File: src/rtl/dpram_pkg.sv
// dpram_pkg: shared constants and types for the dual-port RAM copy engine.
//   DPRAM_DATA_W / DPRAM_ADDR_W : default RAM word and address widths (64x8)
//   LEN_W                       : width of a word count 0..2^ADDR_W
//   copy_state_t                : copy FSM state encoding
package dpram_pkg;

  localparam int DPRAM_DATA_W = 8;
  localparam int DPRAM_ADDR_W = 6;
  localparam int LEN_W        = DPRAM_ADDR_W + 1;

  typedef enum logic [1:0] {
    IDLE  = 2'd0,
    READ  = 2'd1,
    DRAIN = 2'd2,
    DONE  = 2'd3
  } copy_state_t;

endpackage

File: src/rtl/dpram_copy_engine_if.sv
// dpram_copy_engine_if: both ports of the dual-port RAM as seen by the engine.
//   addr_a/we_a/data_a : port A address / write enable / write data
//   q_a                : port A registered read data (valid one cycle after addr_a)
//   addr_b/we_b/data_b : port B address / write enable / write data
// Modports: master = copy engine, slave = RAM.
//
// Handshake semantics: the RAM ports carry no valid/ready pair. A write
// lands on every rising edge where we_b=1, and q_a always reflects the
// addr_a presented one cycle earlier. On the control side, start is a
// request qualified only by the engine not being mid-copy (busy=0); there
// is no ready, and a start seen while busy is dropped.
interface dpram_copy_engine_if #(
  parameter int DATA_W = 8,
  parameter int ADDR_W = 6
) ();

  logic [ADDR_W-1:0] addr_a;
  logic              we_a;
  logic [DATA_W-1:0] data_a;
  logic [DATA_W-1:0] q_a;
  logic [ADDR_W-1:0] addr_b;
  logic              we_b;
  logic [DATA_W-1:0] data_b;

  modport master (
    output addr_a, we_a, data_a, addr_b, we_b, data_b,
    input  q_a
  );

  modport slave (
    input  addr_a, we_a, data_a, addr_b, we_b, data_b,
    output q_a
  );

endinterface

File: src/rtl/dpram_copy_engine_copy_addr_ctr.sv
// copy_addr_ctr: loadable wrapping address counter with a remaining count.
//   clk, rst_n : clock, synchronous active-low reset
//   load       : load load_addr / load_cnt (takes priority over en)
//   en         : advance address by one (wraps mod 2^ADDR_W), count down
//   addr       : current address (registered)
//   last       : current address is the final one of the run
module copy_addr_ctr #(
  parameter int ADDR_W = 6
) (
  input  logic              clk,
  input  logic              rst_n,
  input  logic              load,
  input  logic [ADDR_W-1:0] load_addr,
  input  logic [ADDR_W:0]   load_cnt,
  input  logic              en,
  output logic [ADDR_W-1:0] addr,
  output logic              last
);

  localparam int LW = ADDR_W + 1;

  // Words still to be presented, including the one on addr right now.
  logic [ADDR_W:0] remaining;

  always_ff @(posedge clk) begin
    if (!rst_n) begin
      addr      <= '0;
      remaining <= '0;
    end else if (load) begin
      addr      <= load_addr;
      remaining <= load_cnt;
    end else if (en) begin
      addr      <= addr + ADDR_W'(1);
      remaining <= remaining - LW'(1);
    end
  end

  assign last = (remaining == LW'(1));

endmodule

File: src/rtl/dpram_copy_engine.sv
// dpram_copy_engine: block copy RAM[src..src+len-1] -> RAM[dst..dst+len-1],
// reading through port A and writing through port B, one word per clock.
//   clk, rst_n         : clock, synchronous active-low reset
//   start              : copy request, taken only when not mid-copy
//   src_addr, dst_addr : first source / destination word address
//   len                : word count 0..2^ADDR_W
//   busy, done         : copy in progress / one-cycle completion pulse
//   state_dbg          : current FSM state
//   checksum           : sum of written words (only with COPY_CHECKSUM_EN)
//   ram                : RAM port bundle (master side)
// Optional feature macro: COPY_CHECKSUM_EN adds the checksum output.
module dpram_copy_engine
  import dpram_pkg::*;
#(
  parameter int DATA_W = DPRAM_DATA_W,
  parameter int ADDR_W = DPRAM_ADDR_W
) (
  input  logic                clk,
  input  logic                rst_n,
  input  logic                start,
  input  logic [ADDR_W-1:0]   src_addr,
  input  logic [ADDR_W-1:0]   dst_addr,
  input  logic [ADDR_W:0]     len,
  output logic                busy,
  output logic                done,
  output copy_state_t         state_dbg,
`ifdef COPY_CHECKSUM_EN
  output logic [DATA_W-1:0]   checksum,
`endif
  dpram_copy_engine_if.master ram
);

  copy_state_t       state;
  logic [ADDR_W-1:0] delta;     // dst - src, so the write address trails the read address
  logic [ADDR_W-1:0] rd_addr;
  logic              rd_last;
  logic              accept;
  logic              ctr_load;
  logic              ctr_en;

  // DONE is the final cycle of a copy and the FSM is IDLE at the next edge,
  // so a start in DONE is taken just like one in IDLE (back-to-back copies).
  assign accept   = start && ((state == IDLE) || (state == DONE));
  assign ctr_load = accept && (len != '0);
  assign ctr_en   = (state == READ) && !rd_last;

  copy_addr_ctr #(.ADDR_W(ADDR_W)) u_rd_ctr (
    .clk       (clk),
    .rst_n     (rst_n),
    .load      (ctr_load),
    .load_addr (src_addr),
    .load_cnt  (len),
    .en        (ctr_en),
    .addr      (rd_addr),
    .last      (rd_last)
  );

  assign ram.addr_a = rd_addr;
  assign ram.we_a   = 1'b0;
  assign ram.data_a = '0;
  assign ram.data_b = ram.q_a;
  assign state_dbg  = state;

  always_ff @(posedge clk) begin
    if (!rst_n) begin
      state      <= IDLE;
      busy       <= 1'b0;
      done       <= 1'b0;
      delta      <= '0;
      ram.we_b   <= 1'b0;
      ram.addr_b <= '0;
    end else begin
      // Write side is the read side delayed one cycle: the read issued in a
      // READ cycle returns its data while the matching write is presented.
      ram.we_b <= (state == READ);
      if (state == READ) begin
        ram.addr_b <= rd_addr + delta;
      end
      done <= 1'b0;
      case (state)
        IDLE, DONE: begin
          if (start) begin
            delta <= dst_addr - src_addr;
            if (len == '0) begin
              state <= DONE;
              done  <= 1'b1;
            end else begin
              state <= READ;
              busy  <= 1'b1;
            end
          end else begin
            state <= IDLE;
          end
        end
        READ: begin
          if (rd_last) state <= DRAIN;
        end
        DRAIN: begin
          state <= DONE;
          done  <= 1'b1;
          busy  <= 1'b0;
        end
        default: state <= IDLE;
      endcase
    end
  end

`ifdef COPY_CHECKSUM_EN
  always_ff @(posedge clk) begin
    if (!rst_n) begin
      checksum <= '0;
    end else if (accept) begin
      checksum <= '0;
    end else if (ram.we_b) begin
      checksum <= checksum + ram.data_b;
    end
  end
`endif

endmodule
File: src/flat_wrapper.sv
// flat-port wrapper written by rule: the top's interface ports become plain ports
module dpram_copy_engine_flat import dpram_pkg::*;
#(
  parameter int DATA_W = DPRAM_DATA_W,
  parameter int ADDR_W = DPRAM_ADDR_W
)
  (clk, rst_n, start, src_addr, dst_addr, len, busy, done, state_dbg, ram_addr_a, ram_we_a, ram_data_a, ram_addr_b, ram_we_b, ram_data_b, ram_q_a);
  dpram_copy_engine_if #(.DATA_W(DATA_W), .ADDR_W(ADDR_W)) ram_i ();
  input  logic clk;
  input  logic rst_n;
  input  logic start;
  input  logic [ADDR_W-1:0] src_addr;
  input  logic [ADDR_W-1:0] dst_addr;
  input  logic [ADDR_W:0] len;
  output logic busy;
  output logic done;
  output copy_state_t state_dbg;
  output wire logic [$bits(ram_i.addr_a)-1:0] ram_addr_a;
  output wire logic [$bits(ram_i.we_a)-1:0] ram_we_a;
  output wire logic [$bits(ram_i.data_a)-1:0] ram_data_a;
  output wire logic [$bits(ram_i.addr_b)-1:0] ram_addr_b;
  output wire logic [$bits(ram_i.we_b)-1:0] ram_we_b;
  output wire logic [$bits(ram_i.data_b)-1:0] ram_data_b;
  input wire logic [$bits(ram_i.q_a)-1:0] ram_q_a;
  assign ram_addr_a = ram_i.addr_a;
  assign ram_we_a = ram_i.we_a;
  assign ram_data_a = ram_i.data_a;
  assign ram_addr_b = ram_i.addr_b;
  assign ram_we_b = ram_i.we_b;
  assign ram_data_b = ram_i.data_b;
  assign ram_i.q_a = ram_q_a;
  dpram_copy_engine #(.DATA_W(DATA_W), .ADDR_W(ADDR_W)) u_core (.clk(clk), .rst_n(rst_n), .start(start), .src_addr(src_addr), .dst_addr(dst_addr), .len(len), .busy(busy), .done(done), .state_dbg(state_dbg), .ram(ram_i));
endmodule
File: config.mk
export PLATFORM = sky130hd
export DESIGN_NAME = dpram_copy_engine_flat
export DESIGN_NICKNAME = d
export VERILOG_FILES = /design/src/rtl/dpram_pkg.sv /design/src/rtl/dpram_copy_engine_if.sv /design/src/rtl/dpram_copy_engine_copy_addr_ctr.sv /design/src/rtl/dpram_copy_engine.sv /design/src/flat_wrapper.sv
export SDC_FILE = /design/constraint.sdc
export NUM_CORES = 1
export LEC_CHECK = 0
export BUFFER_PORTS_ARGS = -buffer_cell sky130_fd_sc_hd__buf_2
export CORE_ASPECT_RATIO = 0.7
export CORE_MARGIN = 5
export CORE_UTILIZATION = 40
export DETAILED_ROUTE_END_ITERATION = 10
export PLACE_DENSITY = 0.65
export SLEW_MARGIN = 20
export SYNTH_ARGS = -nofsm -noshare
export SYNTH_HDL_FRONTEND = slang
export SYNTH_SLANG_ARGS = --single-unit
File: constraint.sdc
create_clock -name clk -period 2 [get_ports clk]
set_input_delay 0.3 -clock clk [delete_from_list [all_inputs] [get_ports clk]]
set_output_delay 0.3 -clock clk [all_outputs]
set_load 0.02 [all_outputs]
Word level (Yosys, flattened, before mapping)
Cells that the tools add are included.
{"block": "totals", "rom_bits": 0, "n_memories": 0, "latchBits": 0, "out_inout_bits": 34, "reg_bits": 30, "elab_cells": 46, "in_bits": 30, "mem_bits_rw": 0}
{"block": "classes", "reduce_logical": 13, "n_bitwise": 0, "shifts": 0, "n_addsub": 4, "div_mod_pow": 0, "muxes": 14, "n_mul": 0, "eq_ne": 7, "order_cmp": 0}
{"op": "$mux 7", "n": 2}
{"op": "$mux 6", "n": 2}
{"op": "$eq 7x1->1 const B", "n": 1}
{"op": "$logic_not 7->1", "n": 1}
{"op": "$reduce_bool 7->1", "n": 1}
{"op": "$sub 7x1->7 const B", "n": 1}
{"op": "$add 6x1->6 const B", "n": 1}
{"op": "$add 6x6->6", "n": 1}
{"op": "$mux 2", "n": 3}
{"op": "$pmux 2 s3", "n": 1}
{"op": "$sub 6x6->6", "n": 1}
{"op": "$eq 2x2->1 const B", "n": 2}
{"op": "$mux 1", "n": 4}
{"op": "$ne 2x2->1 const B", "n": 2}
{"op": "$pmux 1 s2", "n": 2}
{"op": "$reduce_bool 2->1", "n": 2}
{"op": "$logic_and 1x1->1", "n": 3}
{"op": "$reduce_and 3->1", "n": 1}
{"op": "$eq 2x1->1 const B", "n": 1}
{"op": "$logic_not 2->1", "n": 1}
{"op": "$ne 2x1->1 const B", "n": 1}
{"op": "$reduce_and 2->1", "n": 1}
{"op": "$reduce_or 2->1", "n": 1}
{"op": "$logic_not 1->1", "n": 1}
{"op": "$logic_or 1x1->1", "n": 1}

Longest topological paths before layout
{"block": "depth", "word_depth": 5, "mapped_depth": 7, "ltp_nobuf": 7}

Cells and area by module
From an unflattened synthesis, not the netlist that was laid out.
{"block": "hier_totals", "hier_cells": 223, "area_unflattened_um2": 1928.1}
{"module": "dpram_copy_engine", "n_inst": 1, "area_per_inst_um2": 1233.7, "cells_per_inst": 144, "seq_area_each_um2": 340.3}
{"module": "copy_addr_ctr", "n_inst": 1, "area_per_inst_um2": 694.4, "cells_per_inst": 79, "seq_area_each_um2": 260.2}

Least setup slack after synthesis
No wires, ideal clock.
{"block": "synth_path", "kind": "register to register", "start": "register u_core.u_rd_ctr.addr[0]", "end": "register u_core.ram.addr_b[4]", "arrival_ns": 1.698, "setup_ns": 0.122, "stages_incl_launch_ff": 7, "t_required_ns": 1.878, "path_buffers": 0, "period_less_slack_ns": 1.820, "setup_slack_ns": 0.180, "path_cell_list": "dfxtp_1 -> ha_1 -> fa_1 -> a21o_1 -> a21oi_1 -> nor4b_1 -> a221o_1"}
{"block": "synth_between", "elab_chain_len": 1}
{"element": "start: declaration", "line_no": "dpram_copy_engine_copy_addr_ctr.sv:16", "text": "output logic [ADDR_W-1:0] addr,"}
{"element": "start signal: assignment", "line_no": "dpram_copy_engine_copy_addr_ctr.sv:30", "text": "addr <= load_addr;"}
{"element": "start signal: assignment", "line_no": "dpram_copy_engine_copy_addr_ctr.sv:33", "text": "addr <= addr + ADDR_W'(1);"}
{"element": "$add 6x6->6", "line_no": "dpram_copy_engine.sv:77", "text": "ram.addr_b <= rd_addr + delta;"}
{"element": "end signal: assignment", "line_no": "dpram_copy_engine.sv:77"}
{"element": "end: declaration", "line_no": "dpram_copy_engine_if.sv:26", "text": "output addr_a, we_a, data_a, addr_b, we_b, data_b,"}
Every way passes these cells.
A chain may end at the register's enable or synchronous reset.

Final worst setup path
Ends and elaborated chain as after synthesis.

==> impl_results.md <==
* Clk root buf: clkbuf_8
* Clk_lat worst skew at 270 ps
* Layout area overhead at 15.3%
* Reg2Reg Depth at 6
* Post-DR wirelength/cell at 14.1 um
* CTS buffer count at 5
* Max-Cap Viols at 0
* Synth Flop Type: dfxtp_1
* Syn Inst Count at 232
* Total number of vias at 1745
* Status: completed
* Seq/Total Area, Yosys at 0.306
* Clock sinks at 30
* Rows at 21
* Number of diodes at 0
* Yosys cell types at 48
* WHS Path Cells at 3
* Leak at 1.01 nW
* Final nets at 314
* Hold-fix buffers, CTS at 0
* Setup violations, final at 0
* CTS tree: yes
* Skew final at 5.64 ps
* Power per cell area at 1330 nW/um^2
* Design Area, Final at 2270 um^2
* Post-CTS Setup Bufs at 0
* Asr flop ratio synth at 0
* Largest net degree at the start of global routing at 26
* Seq cells post-synth at 30
* Share of cells above drive strength 1 at 0.217
* Pins over their slew limit at 0
* Mean area per synthesized cell at 8.47 um^2
* Synth warn at 0
* DRC at 0
* Critical path data arrival time at 1970 ps
* Minimum clock period at 1810 ps
* Post-DRT Antenna Nets at 0
* Vias in the first global route at 1543
* Crit path max fanout at 6
* Critical path capture point type: flop
* Initial DRC Count at 64
* Worst Hold End: u_core.u_rd_ctr.remaining[4]$_SDFFE_PN0P_
* Port Buf Inserts at 38
* HP Class: in -> reg
* Die X at 93.8 um
* I/O Pins at 64
* CTS H-tree lvls at 2
* Total negative setup slack at 0 ps
* Drt pass-1 iters at 4
* Post-DR vias/cell at 5.19
* Max VDD drop at 0.761 mV
* GRT Total Usage at 0.152
* Post-CTS sizing at 0
* Starting Density at 0.411
* Placement Cell Area at 2190 um^2
* RR Endpoint: u_core.ram.addr_b[4]$_SDFFE_PN0P_
* Core Footprint at 4780 um^2
* Worst path required time at 2160 ps
* First-pass GRT wire length at 7580 um
* Synthesized cell area at 1970 um^2
* WL final at 4740 um
* GRT overflow at 0
* Post-synth EDFFs at 0
* Hold Crit Start: len[4]
* Final hold viol count at 0
* Max Root-Sink Buffers at 2
* Reg clk slew, reported paths at 60 ps
* Max_slew headroom at 0.648
* Die ar. at 6440 um^2
* Half-perimeter wire length after placement at 3760 um
* RD Place Congestion at 0.934
* WHS at 273 ps
* Fmax at 552 MHz
* Final period utilization at 0.906
* Antenna violations before repair at 0
* Startpoint types: flop
* RSZ-0062 raised after global routing: false
* Worst R2R Start: u_core.u_rd_ctr.addr[0]$_SDFFE_PN0P_
* Worst reg-to-reg setup slack at 190 ps
* Die Y-Extent at 68.7 um
* Worst Tran Pin Value at 527 ps
* Setup CP Type: reg -> reg
[layout make-up]
cell class                      instances  area (um^2)
Clock buffer                            7         76.3
Inverter                               13         48.8
Fill cell                             498         2520
Multi-Input combinational cell        169         1180
Timing Repair Buffer                   48          278
Sequential cell                        30          601
Tap cell                               69         86.3
[cell usage after synthesis (6+ instances only)]
master	number	share of area
buf_4	17	0.065
clkbuf_1	9	0.017
nand2_1	10	0.019
a211oi_1	8	0.031
ha_1	15	0.095
a21oi_1	18	0.046
nand3_1	9	0.023
nor2_1	8	0.015
inv_1	13	0.025
nor3_1	6	0.015
dfxtp_1	30	0.31
xnor2_1	7	0.031
o21ai_0	19	0.048
[worst max path at each step]
stage,startpoint,slack [ps],depth (start not counted),to
CTS,u_core.u_rd_ctr.addr[0]$_SDFFE_PN0P_,170,6,u_core.ram.addr_b[4]$_SDFFE_PN0P_
global route,u_core.u_rd_ctr.addr[0]$_SDFFE_PN0P_,50,6,u_core.ram.addr_b[4]$_SDFFE_PN0P_
floorplan,u_core.u_rd_ctr.addr[0]$_SDFFE_PN0P_,180,6,u_core.ram.addr_b[4]$_SDFFE_PN0P_
global placement,src_addr[0],110,7,u_core.delta[4]$_SDFFE_PN0N_
finish,u_core.u_rd_ctr.addr[0]$_SDFFE_PN0P_,190,6,u_core.ram.addr_b[4]$_SDFFE_PN0P_
detailed placement,src_addr[0],20,7,u_core.delta[4]$_SDFFE_PN0N_
[cell usage in the layout (no fill, tap or decap), drive strengths merged, types with 3 or more instances in the layout]
master and n:
nor2b 5, buf 48, a211oi 8, and2 3, a31oi 4, and3 3
clkbuf 7, dfxtp 30, nor4 3, nand2 10, conb 9, nand4 3
o21ai 21, a21o 4, nor2 8, xnor2 7, a21oi 19, mux2i 5
inv 13, nor3 6, ha 15, nor4b 4, nand3 9
[power breakdown]
part,total [mW],internal [mW],leakage (nW),switching (mW)
sequential,0.985,0.802,0.247,0.184
clock,0.447,0.239,0.0383,0.208
combinational,1.58,0.650,0.723,0.930
total,3.01,1.69,1.01,1.32
[cell families (layout without fill, tap and decap cells)]
family                   count (synthesis)  in the layout  synth area share
flip-flops                              30             30             0.306
other                                    1              9           0.00191
AND/OR/NAND/NOR                         60             60             0.172
AO/OA/AOI/OAI                           68             68             0.222
XOR/XNOR                                 9              9            0.0401
multiplexers                             6              6            0.0312
buffers and inverters                   41             68             0.111
adder cells (fa/ha/maj)                 17             17             0.116
[worst max-delay path: stages, from the launching register on]
cell and delay [ps]:
dfxtp_1 360, ha_1 260, fa_1 410, a21o_1 170, a21oi_1 180, nor4b_1 70
a221o_1 250
[metal layers]
layer,GRT usage,vias up,share of wire
li1,-,887,-
met1,0.221,792,0.52
met2,0.223,62,0.41
met3,0.0423,4,0.065
met4,0.0324,0,0.0044
met5,0,-,0
[sequential cells by signal (all words and copies together) (netlist names)]
register	count
u_core.state_dbg	2
u_core.u_rd_ctr.remaining	7
u_core.delta	6
u_core.busy	1
u_core.ram.addr_b	6
u_core.u_rd_ctr.addr	6
u_core.ram.we_b	1
u_core.done	1
[stage by stage]
stage,std cells,utilization,worst slack [ps],total power [mW]
floorplan,240,-,180,2.11
global placement,329,0.458,114,2.53
detailed placement,329,0.458,19.2,2.56
CTS,336,0.474,171,3.02
global route,336,0.474,49.6,3.24
finish,336,0.474,189,3.01
No activity file was read; power rests on OpenSTA's default activity.
